## src/rtl/raster_address_generator.sv

```systemverilog
// Rectangular 2D address walker: emits base + row*stride + col for a
// (cols+1) x (rows+1) region under a ready/valid handshake, with optional frame repeat.
module raster_address_generator #(
    parameter int ADDR_W = 16,
    parameter int COL_W  = 8,
    parameter int ROW_W  = 8
) (
    input  logic              clk,
    input  logic              reset,
    input  logic              start,
    input  logic              stop,
    input  logic              repeat_mode,
    input  logic [ADDR_W-1:0] base,
    input  logic [COL_W-1:0]  cols,
    input  logic [ROW_W-1:0]  rows,
    input  logic [ADDR_W-1:0] stride,
    input  logic              ready,
    output logic [ADDR_W-1:0] address,
    output logic              nd,
    output logic [COL_W-1:0]  col,
    output logic [ROW_W-1:0]  row,
    output logic              last_col,
    output logic              last,
    output logic              busy,
    output logic              done
);

    typedef enum logic {
        S_IDLE = 1'b0,
        S_RUN  = 1'b1
    } state_t;

    state_t            r_state,    w_state_next;
    logic [ADDR_W-1:0] r_base,     w_base_next;
    logic [COL_W-1:0]  r_cols,     w_cols_next;
    logic [ROW_W-1:0]  r_rows,     w_rows_next;
    logic [ADDR_W-1:0] r_stride,   w_stride_next;
    logic              r_repeat,   w_repeat_next;
    logic [ADDR_W-1:0] r_address,  w_address_next;
    logic [ADDR_W-1:0] r_row_base, w_row_base_next;
    logic [COL_W-1:0]  r_col,      w_col_next;
    logic [ROW_W-1:0]  r_row,      w_row_next;
    logic              r_done,     w_done_next;

    logic w_run;
    logic w_last_col;
    logic w_last;
    logic [ADDR_W-1:0] w_next_row_base;

    // Flags come only from registered state, so ready/start never reach an output.
    assign w_run           = (r_state == S_RUN);
    assign w_last_col      = w_run && (r_col == r_cols);
    assign w_last          = w_last_col && (r_row == r_rows);
    assign w_next_row_base = r_row_base + r_stride;

    always_comb begin
        // NOTE: every combinational output gets a default first so no path infers a latch.
        w_state_next    = r_state;
        w_base_next     = r_base;
        w_cols_next     = r_cols;
        w_rows_next     = r_rows;
        w_stride_next   = r_stride;
        w_repeat_next   = r_repeat;
        w_address_next  = r_address;
        w_row_base_next = r_row_base;
        w_col_next      = r_col;
        w_row_next      = r_row;
        w_done_next     = 1'b0;

        case (r_state)
            S_IDLE: begin
                if (start) begin
                    w_state_next    = S_RUN;
                    w_base_next     = base;
                    w_cols_next     = cols;
                    w_rows_next     = rows;
                    w_stride_next   = stride;
                    w_repeat_next   = repeat_mode;
                    w_address_next  = base;
                    w_row_base_next = base;
                    w_col_next      = '0;
                    w_row_next      = '0;
                end
            end
            S_RUN: begin
                if (stop) begin
                    w_state_next = S_IDLE;
                end else if (ready) begin
                    if (w_last) begin
                        w_done_next = 1'b1;
                        if (r_repeat) begin
                            w_address_next  = r_base;
                            w_row_base_next = r_base;
                            w_col_next      = '0;
                            w_row_next      = '0;
                        end else begin
                            w_state_next = S_IDLE;
                        end
                    end else if (w_last_col) begin
                        w_col_next      = '0;
                        w_row_next      = r_row + ROW_W'(1);
                        w_row_base_next = w_next_row_base;
                        w_address_next  = w_next_row_base;
                    end else begin
                        w_col_next     = r_col + COL_W'(1);
                        w_address_next = r_address + ADDR_W'(1);
                    end
                end
            end
            default: w_state_next = S_IDLE;
        endcase
    end

    // NOTE: state registers use non-blocking assignments so all of them update together at the edge.
    always_ff @(posedge clk) begin
        if (reset) begin
            r_state    <= S_IDLE;
            r_base     <= '0;
            r_cols     <= '0;
            r_rows     <= '0;
            r_stride   <= '0;
            r_repeat   <= 1'b0;
            r_address  <= '0;
            r_row_base <= '0;
            r_col      <= '0;
            r_row      <= '0;
            r_done     <= 1'b0;
        end else begin
            r_state    <= w_state_next;
            r_base     <= w_base_next;
            r_cols     <= w_cols_next;
            r_rows     <= w_rows_next;
            r_stride   <= w_stride_next;
            r_repeat   <= w_repeat_next;
            r_address  <= w_address_next;
            r_row_base <= w_row_base_next;
            r_col      <= w_col_next;
            r_row      <= w_row_next;
            r_done     <= w_done_next;
        end
    end

    assign address  = r_address;
    assign nd       = w_run;
    assign busy     = w_run;
    assign col      = r_col;
    assign row      = r_row;
    assign last_col = w_last_col;
    assign last     = w_last;
    assign done     = r_done;

endmodule

```

## config.mk

```make
export PLATFORM = sky130hd
export DESIGN_NAME = raster_address_generator
export DESIGN_NICKNAME = d
export VERILOG_FILES = /design/src/rtl/raster_address_generator.sv
export SDC_FILE = /design/constraint.sdc
export NUM_CORES = 1
export LEC_CHECK = 0
export BUFFER_PORTS_ARGS = -buffer_cell sky130_fd_sc_hd__buf_2
export CAP_MARGIN = 20
export CORE_MARGIN = 2
export CORE_UTILIZATION = 51
export DETAILED_ROUTE_END_ITERATION = 6
export GPL_ROUTABILITY_DRIVEN = 0
export PLACE_DENSITY = 0.76
export SYNTH_ARGS = -nofsm -noshare
export SYNTH_HDL_FRONTEND = slang
export SYNTH_SLANG_ARGS = --single-unit
```

## constraint.sdc

```tcl
create_clock -name clk -period 2.55 [get_ports clk]
set_input_delay 0.3825 -clock clk [delete_from_list [all_inputs] [get_ports clk]]
set_output_delay 0.3825 -clock clk [all_outputs]
set_load 0.02 [all_outputs]
```

-- Word-level counts from Yosys, hierarchy flattened
Index checks and enable logic that the tools add are counted.
- equal/unequal tests: 7
- reductions and logical operators: 6
- magnitude comparators: 0
- bitwise operators: 2
- muxes and demuxes: 31
- $add $sub $neg: 4
- divide/modulo/power cells: 0
- multipliers: 0
- shift-type cells: 0
- operators by type and width (kind ; count):
    two-way mux 16 bit ; 10
    two-way mux 8 bit ; 10
    one-hot mux 16 bit (2 select lines) ; 2
    one-hot mux 8 bit (2 select lines) ; 2
    adder 16 x 1 -> 16 bit (second input constant) ; 1
    adder 16 bit ; 1
    adder 8 x 1 -> 8 bit (second input constant) ; 2
    == test 8 bit ; 2
    two-way mux 1 bit ; 6
    != test 2 bit (second input constant) ; 3
    != test 3 x 2 -> 1 bit (second input constant) ; 2
    AND reduction 5 bit ; 1
    AND reduction 4 bit ; 1
    OR reduction 4 bit ; 1
    logical AND 1 bit ; 2
    NOT 1 bit ; 2
    one-hot mux 1 bit (2 select lines) ; 1
    AND reduction 2 bit ; 1
- memories kept: 0
- ROM bits: 0
- output and inout bits: 37
- bits in latches: 0
- register bits after elaboration: 99
- memory bits (writable): 0

-- Logic depth before layout (Yosys ltp)
- depth after elaboration: 7
- depth in mapped cells: 10
- gate-level depth less buffers: 9

-- Worst setup path after synthesis
Ideal clock, no wire load.
- kind: reg2reg
- start point: reg r_stride[0]
- end point: reg r_row_base[14]
- path buffers: 0
- data required time: 2412 ps
- cell stages (with the launch flop): 10
- setup time: 138 ps
- path slack: 140 ps
- data arrival time: 2272 ps
- cells stage by stage: dfxtp_1 -> ha_1 -> fa_1 -> a211oi_1 -> o21ai_1 -> and4bb_1 -> a221oi_2 -> xnor2_1 -> a221oi_2 -> a211oi_1
- word-level cells in the longest chain between the ends: 6
- RTL lines (item ; line ; RTL):
    from (decl) ; 37 ; logic [ADDR_W-1:0] r_stride, w_stride_next;
    from (signal assigned) ; 133 ; r_stride <= w_stride_next;
    adder 16 bit ; 54 ; assign w_next_row_base = r_row_base + r_stride;
    two-way mux 16 bit ; 99 ; end else if (w_last_col) begin
    two-way mux 16 bit ; 89 ; if (w_last) begin
    two-way mux 16 bit ; 88 ; end else if (ready) begin
    two-way mux 16 bit ; 86 ; if (stop) begin
    one-hot mux 16 bit (2 select lines) ; 70 ; case (r_state)
    to (signal assigned) ; 136 ; r_row_base <= w_row_base_next;
    to (decl) ; 40 ; logic [ADDR_W-1:0] r_row_base, w_row_base_next;
Every way passes these cells. The select of a mux whose other input is x is not followed.
A chain may end at the register's enable or synchronous reset.

-- Worst setup path in the final report
- start point: reg r_col[5], in the netlist col[5]
- end point: reg r_row_base[11]
- word-level cells in the longest chain between the ends: 7
- RTL lines (item ; line ; RTL):
    from (decl) ; 41 ; logic [COL_W-1:0] r_col, w_col_next;
    from (signal assigned) ; 137 ; r_col <= w_col_next;
    == test 8 bit * ; 52 ; assign w_last_col = w_run && (r_col == r_cols);
    logical AND 1 bit * ; 52 ;
    logical AND 1 bit ; 53 ; assign w_last = w_last_col && (r_row == r_rows);
    two-way mux 16 bit ; 89 ;
    two-way mux 16 bit ; 88 ;
    two-way mux 16 bit ; 86 ;
    one-hot mux 16 bit (2 select lines) ; 70 ;
Every way passes the cells marked *; elsewhere a longest branch is shown, timed or not. The select of a mux whose other input is x is not followed.

==> impl_metrics.py <==
metrics = {
    "setup_path": {
        "startpoint": "col[5]",
        "start_kind": "flip-flop",
        "path_class": "reg2reg",
        "reg2reg_from": "col[5]",
        "cp_data_arrival_time_ns": 2.74,
        "crit_path_end_kind": "flip-flop",
        "crit_required_ns": 2.78,
        "crit_fanout": 11,
    },
    "logic_synthesis": {
        "postSynthAreaPerCell_um2": 7.969,
        "async_reset_ff_share_pct": 0,
        "ys_seq_area_share_pct": 36.85,
        "synth-compound-area-share_pct": 22.47,
        "netlist_area_um2": 5379,
        "ys_top_cells_by_area": "dfxtp_1 37%, nand2_1 9.8%, a21oi_1 7.5%, xnor2_1 4.9%, xor2_1 4.4%",
        "synth_enable_flop_cells": 0,
        "synthSimpleGateAreaFrac_pct": 22.26,
        "ys_ff_latch": 99,
        "synthesis.instances": 675,
        "synth_ff_type": "dfxtp_1",
        "synthXorXnorAreaFrac_pct": 9.281,
        "synthMuxAreaShare_pct": 0.5583,
        "synthAdderAreaFrac_pct": 4.559,
        "mappedNetlistNets": 748,
        "synth_top_area_share_pct": 36.85,
        "ys_types": 65,
        "yosys_warnings": 0,
        "yosysTopAreaCell": "dfxtp_1",
        "synth_top_family_by_area": "compound AO/OA/AOI/OAI gates",
    },
    "placement": {
        "placed_cells": 886,
        "place.detailed.hpwl_um": 10360,
        "port_buffers": 90,
        "dp_slack_ns": -0.04227,
    },
    "sta": {
        "fin_crit_sh_pct": 98.20,
        "setup-tns-final_ns": 0,
        "finalClockSkew_ns": 0.008255,
        "min_period_ns": 2.504,
        "setup_viol": 0,
        "slew_viol_final": 0,
        "slew_headroom_pct": 35.04,
        "hold_viol_final": 0,
        "fmax_ghz": 0.3993,
        "worstMarginPinSlew_ns": 0.9708,
        "setup_ws_ns": 0.04592,
    },
    "detailed_routing": {
        "drtAntennaViolNets": 0,
        "dr.pass1.iters": 5,
        "wl_per_cell_um": 16.59,
        "drc": 0,
        "routed_wl_um": 14980,
        "vias": 5333,
        "drtIter0Drc": 463,
        "avgViaCountPerCell": 5.906,
    },
    "clocking": {
        "htree_num_levels": 3,
        "cts_tree": "built",
        "clockBufferDepth": 2,
        "cts_buffers": 9,
        "clkTransAtPathRegs_ns": 0.10,
        "clkLatencyLatePin_ns": 0.38,
        "clockRootBuffer": "clkbuf_8",
        "cts.sinks": 99,
    },
    "power": {
        "power_density_nw_per_um2": 598.6,
        "p_leak_nw": 2.501,
        "ir_drop_mv": 0.5447,
    },
    "final_layout": {
        "insertedDiodeCount": 0,
        "fin_cells": 903,
        "drive_gt1_share_pct": 20.34,
        "area_growth_pct": 15.61,
        "fin_nets": 835,
    },
    "global_route": {
        "grt_max_degree": 51,
        "first_global_vias": 5041,
        "antenna_found_initial": 0,
        "grt_pass1_wl_um": 24280,
        "grt.total_usage_pct": 26.51,
        "overflow": 0,
    },
    "floorplanning": {
        "rows": 37,
        "io_pins": 91,
        "start_util_pct": 52.34,
        "core_um2": 10280,
        "dieWidth_um": 106.7,
        "fp.dieH_um": 106.7,
        "die-area_um2": 11380,
    },
    "hold_path": {
        "hold_class": "in2reg",
        "min_from": "stop",
    },
    "run": {
        "maxCapViolCount": 0,
    },
    "status": {
        "status": "complete, no violations",
    },
}
## state kept, by name, summed over array words and instances (netlist names)
register and flops:
address 16, busy 1, col 8, done 1
r_base 16, r_cols 8, r_repeat 1, r_row_base 16
r_rows 8, r_stride 16, row 8
## per-layer routing
layer | routed length [µm] | track usage [%]
met1 | 6285 | 33.37
met2 | 7251 | 44.49
met3 | 1048 | 5.228
met4 | 399 | 10.76
met5 | 0 | 0
## cell usage after synthesis (all sizes together), types with 5 or more instances
library cell and number:
a211oi 18, a21oi 81, a311oi 13, a31oi 7
and2 5, buf 15, clkbuf 23, dfxtp 99
ha 18, inv 8, nand2 141, nand3 8
nand4 17, nor2 54, nor2b 11, nor3 16
o211ai 10, o21ai 22, xnor2 30, xor2 27
## through the flow
step	util, %	power [mW]	hold WS, ns	area [µm²]
5_1_grt	60.51	3.896	0.1842	6218
3_5_place_dp	58.39	2.727	0.4485	6001
3_3_place_gp	58.39	2.703	0.4428	6001
2_1_floorplan	-	2.432	0.4319	5379
6_report	60.51	3.722	0.1827	6218
4_1_cts	60.29	3.708	0.1736	6196
## final timing paths
path / to / slack, ns / cells past startpoint
worst max register to register: r_row_base[11] / 0.05 / 7
worst max-delay path: r_row_base[11] / 0.05 / 7
worst min register to register: r_base[3] / 0.46 / 2
worst min-delay path: done / 0.18 / 2
## critical path: stages, from the launching register on
cell	delay, ns
dfxtp_1	0.45
xnor2_1	0.15
nand4_1	0.21
buf_4	0.22
nor4_2	0.40
nor2_1	0.33
a221oi_1	0.46
a211oi_1	0.14
## logic make-up after synthesis
logic type                 count (synthesis)
and+or+nand+nor                          267
AOI/OAI and AO/OA                        183
DFF                                       99
xor gates and xnor gates                  57
buffers and inverters                     47
adders and majority gates                 19
muxes                                      3
## area by class of cell
type | count | area [µm²]
Multi-Input combinational cell | 529 | 3206
Clock inverter | 3 | 21.27
Sequential cell | 99 | 1984
Inverter | 8 | 30.03
Tap cell | 136 | 170.2
Clock buffer | 13 | 168.9
Timing Repair Buffer | 115 | 638.1
Fill cell | 968 | 4059
## repair_timing
| action | 4_1_cts | 5_1_grt |
|---|---|---|
| setup buffers | 0 | 1 |
| resized for setup | 1 | 5 |
| hold buffers | 0 | 0 |
| pin swaps | 2 | 5 |
| setup endpoints to repair | 2 | 4 |
## cell usage in the layout, fill, tap and decap left out, drive strengths merged, types with 4 or more instances in the layout
cell and n:
a311oi 13, and2 5, nand3 8, nand4 17, buf 115, o211ai 10
nor2 54, o21ai 22, a221oi 4, clkbuf 13, o22ai 4, nand2 141
inv 8, ha 18, xnor2 30, a21oi 81, nor2b 11, nor3 16
a31oi 7, xor2 27, dfxtp 99, a211oi 18
## report_power, final
group / internal [mW] / switching [mW] / total (mW)
combinational: 0.362 / 0.615 / 0.977
sequential: 1.66 / 0.0984 / 1.75
clock: 0.436 / 0.556 / 0.992
Note: power is estimated with default switching activity, not from simulation.
